File: config.mk
export PLATFORM = sky130hd
export DESIGN_NAME = ppu_palette_wr
export DESIGN_NICKNAME = d
export VERILOG_FILES = /design/src/rtl/ppu_palette_wr.sv
export SDC_FILE = /design/constraint.sdc
export NUM_CORES = 1
export LEC_CHECK = 0
export BUFFER_PORTS_ARGS = -buffer_cell sky130_fd_sc_hd__buf_4
export CORE_MARGIN = 1
export CORE_UTILIZATION = 58
export CTS_CLUSTER_DIAMETER = 200
export DETAILED_ROUTE_END_ITERATION = 12
export HOLD_SLACK_MARGIN = 0.02
export PLACE_DENSITY = 0.76
export SKIP_LAST_GASP = 1
export SYNTH_ARGS = -nofsm -noshare
export SYNTH_HDL_FRONTEND = slang
export SYNTH_SLANG_ARGS = --single-unit
File: constraint.sdc
create_clock -name clk -period 5.82 [get_ports clk]
set_input_delay 0.582 -clock clk [delete_from_list [all_inputs] [get_ports clk]]
set_output_delay 0.582 -clock clk [all_outputs]
set_load 0.01 [all_outputs]
File: src/rtl/ppu_palette_wr.sv
// CPU-writable 32-entry NES palette RAM with PPUADDR/PPUDATA register emulation
// and a ROM-compatible registered renderer read port.
module ppu_palette_wr #(
    parameter logic [5:0]  RST_COLOR = 6'h0F,
    parameter int unsigned ADDR_W    = 14
) (
    input  logic              clk,
    input  logic              rst_n,
    input  logic              cpu_we,
    input  logic              cpu_rd,
    input  logic              cpu_reg,
    input  logic [7:0]        cpu_din,
    input  logic              inc32,
    input  logic              latch_clr,
    input  logic [4:0]        rd_addr,
    output logic [7:0]        rd_dout,
    output logic [7:0]        cpu_rd_data,
    output logic              cpu_rd_valid,
    output logic [ADDR_W-1:0] vaddr
);
    typedef enum logic {W_HIGH, W_LOW} wtog_t;

    localparam logic [ADDR_W-1:0] STEP1  = ADDR_W'(1);
    localparam logic [ADDR_W-1:0] STEP32 = ADDR_W'(32);

    logic [5:0]        pal [32];
    wtog_t             w;
    logic              addr_wr;
    logic              data_wr;
    logic              data_rd;
    logic              in_pal;
    logic [ADDR_W-1:0] step;
    logic [4:0]        cpu_idx;
    logic [4:0]        rnd_idx;

    // Sprite backdrop entries 0x10/0x14/0x18/0x1C alias the background ones.
    function automatic logic [4:0] mirror(input logic [4:0] a);
        return (a[4] && (a[1:0] == 2'b00)) ? {1'b0, a[3:0]} : a;
    endfunction

    always_comb begin
        addr_wr = cpu_we && !cpu_reg;
        data_wr = cpu_we && cpu_reg;
        data_rd = cpu_rd && !cpu_we;
        in_pal  = (vaddr[ADDR_W-1:8] == (ADDR_W-8)'(6'h3F));
        step    = inc32 ? STEP32 : STEP1;
        cpu_idx = mirror(vaddr[4:0]);
        rnd_idx = mirror(rd_addr);
    end

    always_ff @(posedge clk or negedge rst_n) begin
        if (!rst_n) begin
            for (int unsigned i = 0; i < 32; i++) begin
                pal[i] <= RST_COLOR;
            end
            vaddr        <= '0;
            w            <= W_HIGH;
            rd_dout      <= '0;
            cpu_rd_data  <= '0;
            cpu_rd_valid <= 1'b0;
        end else begin
            rd_dout      <= {2'b00, pal[rnd_idx]};
            cpu_rd_valid <= data_rd;

            // A coincident latch_clr forces this address write to be the high byte.
            if (addr_wr) begin
                if (w == W_HIGH || latch_clr) begin
                    vaddr[ADDR_W-1:8] <= cpu_din[ADDR_W-9:0];
                    w                 <= W_LOW;
                end else begin
                    vaddr[7:0] <= cpu_din;
                    w          <= W_HIGH;
                end
            end else if (latch_clr) begin
                w <= W_HIGH;
            end

            if (data_wr) begin
                if (in_pal) begin
                    pal[cpu_idx] <= cpu_din[5:0];
                end
                vaddr <= vaddr + step;
            end

            if (data_rd) begin
                cpu_rd_data <= in_pal ? {2'b00, pal[cpu_idx]} : '0;
                vaddr       <= vaddr + step;
            end
        end
    end
endmodule

==> flow_summary.ini <==
[global_route]
first_global_vias = 7876
grt-ovfl-total = 0
antenna_found_initial = 0
grt_use_total_pct = 31.1
grt_pass1_wl_um = 47000
grt_max_degree = 99

[cts]
cts_buffer_depth = 3
clock-sinks = 212
htree_levels = 1
root_buffer = clkbuf_16
clk_pin_slew_ps = 60
clk_latency_ps = 520
cts_resized = 0
cts_made_buffers = 23
postCtsSetupBuffers = 0
ctsHoldBuffers = 0
cts_tree = done

[sta]
fin_crit_sh_pct = 60.8
min_period_ps = 3540
postLayoutSetupSlackWorst_ps = 2280
hold_viol_final = 0
maxSlewViolCount = 0
relSlewSlack_pct = 9.33
fmax_mhz = 283
tightestPinTransition_ps = 1350
setup_viol = 0
finalSetupTns_ps = 0
finalClockSkew_ps = 12.8
rsz0062_at_grt = false

[detailed_routing]
drt-initial-drc-count = 1025
route.detailed.drc = 0
ant_nets = 0
drtPass1Iterations = 6
detail_route.wl_per_cell_um = 26.4
num_vias = 7833
drt_wl_total_um = 29900
avgViaCountPerCell = 6.92

[floorplan]
ios = 51
dieHeight_um = 142
core-area_um2 = 19000
die_w_um = 142
design.die.area_um2 = 20200
initial_core_util_pct = 60.0
fp-row-count = 50

[logic_synthesis]
synth_top_family_by_area = multiplexers
synth_cells = 860
synthMuxAreaShare_pct = 33.5
synth_edf_count = 0
ys_async_sr_fraction_pct = 100
ys_types = 57
yosysSeqAreaShare_pct = 48.0
synthSimpleGateAreaFrac_pct = 5.97
syn-mean-instance-area_um2 = 13.2
synth_xor_area_share_pct = 0.154
synth_ff_type = dfstp_2
synth-seq-cells = 212
ys.warnings.count = 0
synth-adder-area-share_pct = 0.330
syn_area_um2 = 11400
synth_compound_area_share_pct = 8.36

[setup_path]
crit_family = simple AND/OR/NAND/NOR gates
rrSetupSlack_ps = 2280
crit_path_cell_trace = buf_4 -> nor2b_2 -> a22oi_1 -> mux4_2 -> o211a_1 -> o21ai_0
arrival_ps = 3970
path_class = reg -> reg
endpoint_kind = flop
crit_required_ps = 6250
max_stage_delay_ps = 1080
cp_max_fo = 34
reg2reg_to = cpu_rd_data[1]
worst_path_max_delay_cell = nor2b_2
r2r_start = vaddr[1]
worst_setup_path_start_kind = flop
reg2reg_depth = 6
timing.critical_path.buf_inv = 1

[layout]
final_cell_mix = mux2_2, dfstp_2, dfrtp_1
final_nets = 879
n_fill_cell = 1377
layout.cells.non_filler = 1132
area_growth_pct = 9.60
layout_commonest_cell = mux2_2
n_antenna_cell = 0
drive_gt1_share_pct = 56.2

[run]
maxCapViolCount = 0

[place]
dp_cells = 1091
pre_cts_ws_ps = 2420
port_buffers = 46
hpwl_um = 19600
gp_congestion = 0.909

[pwr]
vdd_drop_max_uv = 271
power_leakage_nw = 5.20
p_per_area_nw_per_um2 = 278

[outcome]
status = completed

[hold_path]
hp-class = in -> async
-- power breakdown --
group | switching, mW | internal (mW) | leakage (nW)
clock network | 0.585 | 0.816 | 0.365
registers | 0.0917 | 1.52 | 2.46
logic | 0.279 | 0.174 | 2.37
-- worst register-to-register path, cell delays in order, from the launching register on --
cell     delay (ps)
dfrtp_2         700
buf_4           410
nor2b_2        1090
a22oi_1         380
mux4_2          530
o211a_1         210
o21ai_0         130
-- area by class of cell --
class / instances / area, um2 / share of cell area (%)
multi-input combinational: 556 / 5510 / 44.2
inverter: 9 / 33.8 / 0.271
sequential: 212 / 5460 / 43.8
clock inverter: 7 / 35.0 / 0.281
clock buffer: 34 / 688 / 5.52
tap: 260 / 325 / 2.61
timing repair buffer: 54 / 412 / 3.30
-- cell families (layout without fill, tap and decap cells) --
group	after synthesis	count (layout)
multiplexers	270	270
flip-flops	212	212
AO/OA/AOI/OAI	140	140
AND/OR/NAND/NOR	137	137
buffers and inverters	95	104
adder cells (fa/ha/maj)	3	3
XOR/XNOR	2	2
other	1	4
-- sequential cells by signal, summed over array words and instances, names as in the netlist --
name,flops
cpu_rd_data,6
cpu_rd_valid,1
pal,184
rd_dout,6
vaddr,14
w,1
-- per-layer routing --
| layer | vias to the layer above | GRT usage, % | routed length [um] |
|---|---|---|---|
| met1 | 4027 | 43.9 | 12100 |
| met5 | - | 0 | 0 |
| met3 | 104 | 6.09 | 2510 |
| met2 | 452 | 47.9 | 14000 |
| met4 | 0 | 12.2 | 1260 |
| li1 | 3250 | - | - |
-- cells in the mapped netlist (all sizes together), types with 8 or more instances --
| cell type | count | area (um2) |
|---|---|---|
| o21ai | 29 | 153 |
| nand2 | 58 | 220 |
| nand4 | 8 | 50.1 |
| dfstp | 124 | 3260 |
| nand3 | 25 | 125 |
| a211oi | 11 | 82.6 |
| clkbuf | 53 | 199 |
| nor2 | 19 | 73.8 |
| a21oi | 22 | 110 |
| dfrtp | 88 | 2200 |
| mux2 | 192 | 2160 |
| a22oi | 40 | 300 |
| mux2i | 9 | 90.1 |
| buf | 33 | 185 |
| mux4 | 69 | 1550 |
-- worst max-delay path by stage --
stage / start / endpoint / slack, ps / cells after the start
finish: vaddr[1] / cpu_rd_data[1] / 2280 / 6
global route: vaddr[1] / cpu_rd_data[1] / 2190 / 6
CTS: vaddr[1] / cpu_rd_data[1] / 2390 / 6
detailed placement: vaddr[1] / cpu_rd_data[1] / 2420 / 6
global placement: vaddr[1] / cpu_rd_data[1] / 2490 / 6
floorplan: rd_addr[0] / rd_dout[4] / 3540 / 6
-- metrics by stage --
step | cell area (um2) | util [%] | total power, mW | hold WS (ps)
2_1_floorplan | 11400 | - | 1.91 | 286
3_3_place_gp | 11700 | 61.9 | 2.06 | 356
3_5_place_dp | 11700 | 61.9 | 2.08 | 357
4_1_cts | 12500 | 65.8 | 3.48 | 172
5_1_grt | 12500 | 65.8 | 3.59 | 216
6_report | 12500 | 65.8 | 3.47 | 161
Note: power is estimated with default switching activity, not from simulation.
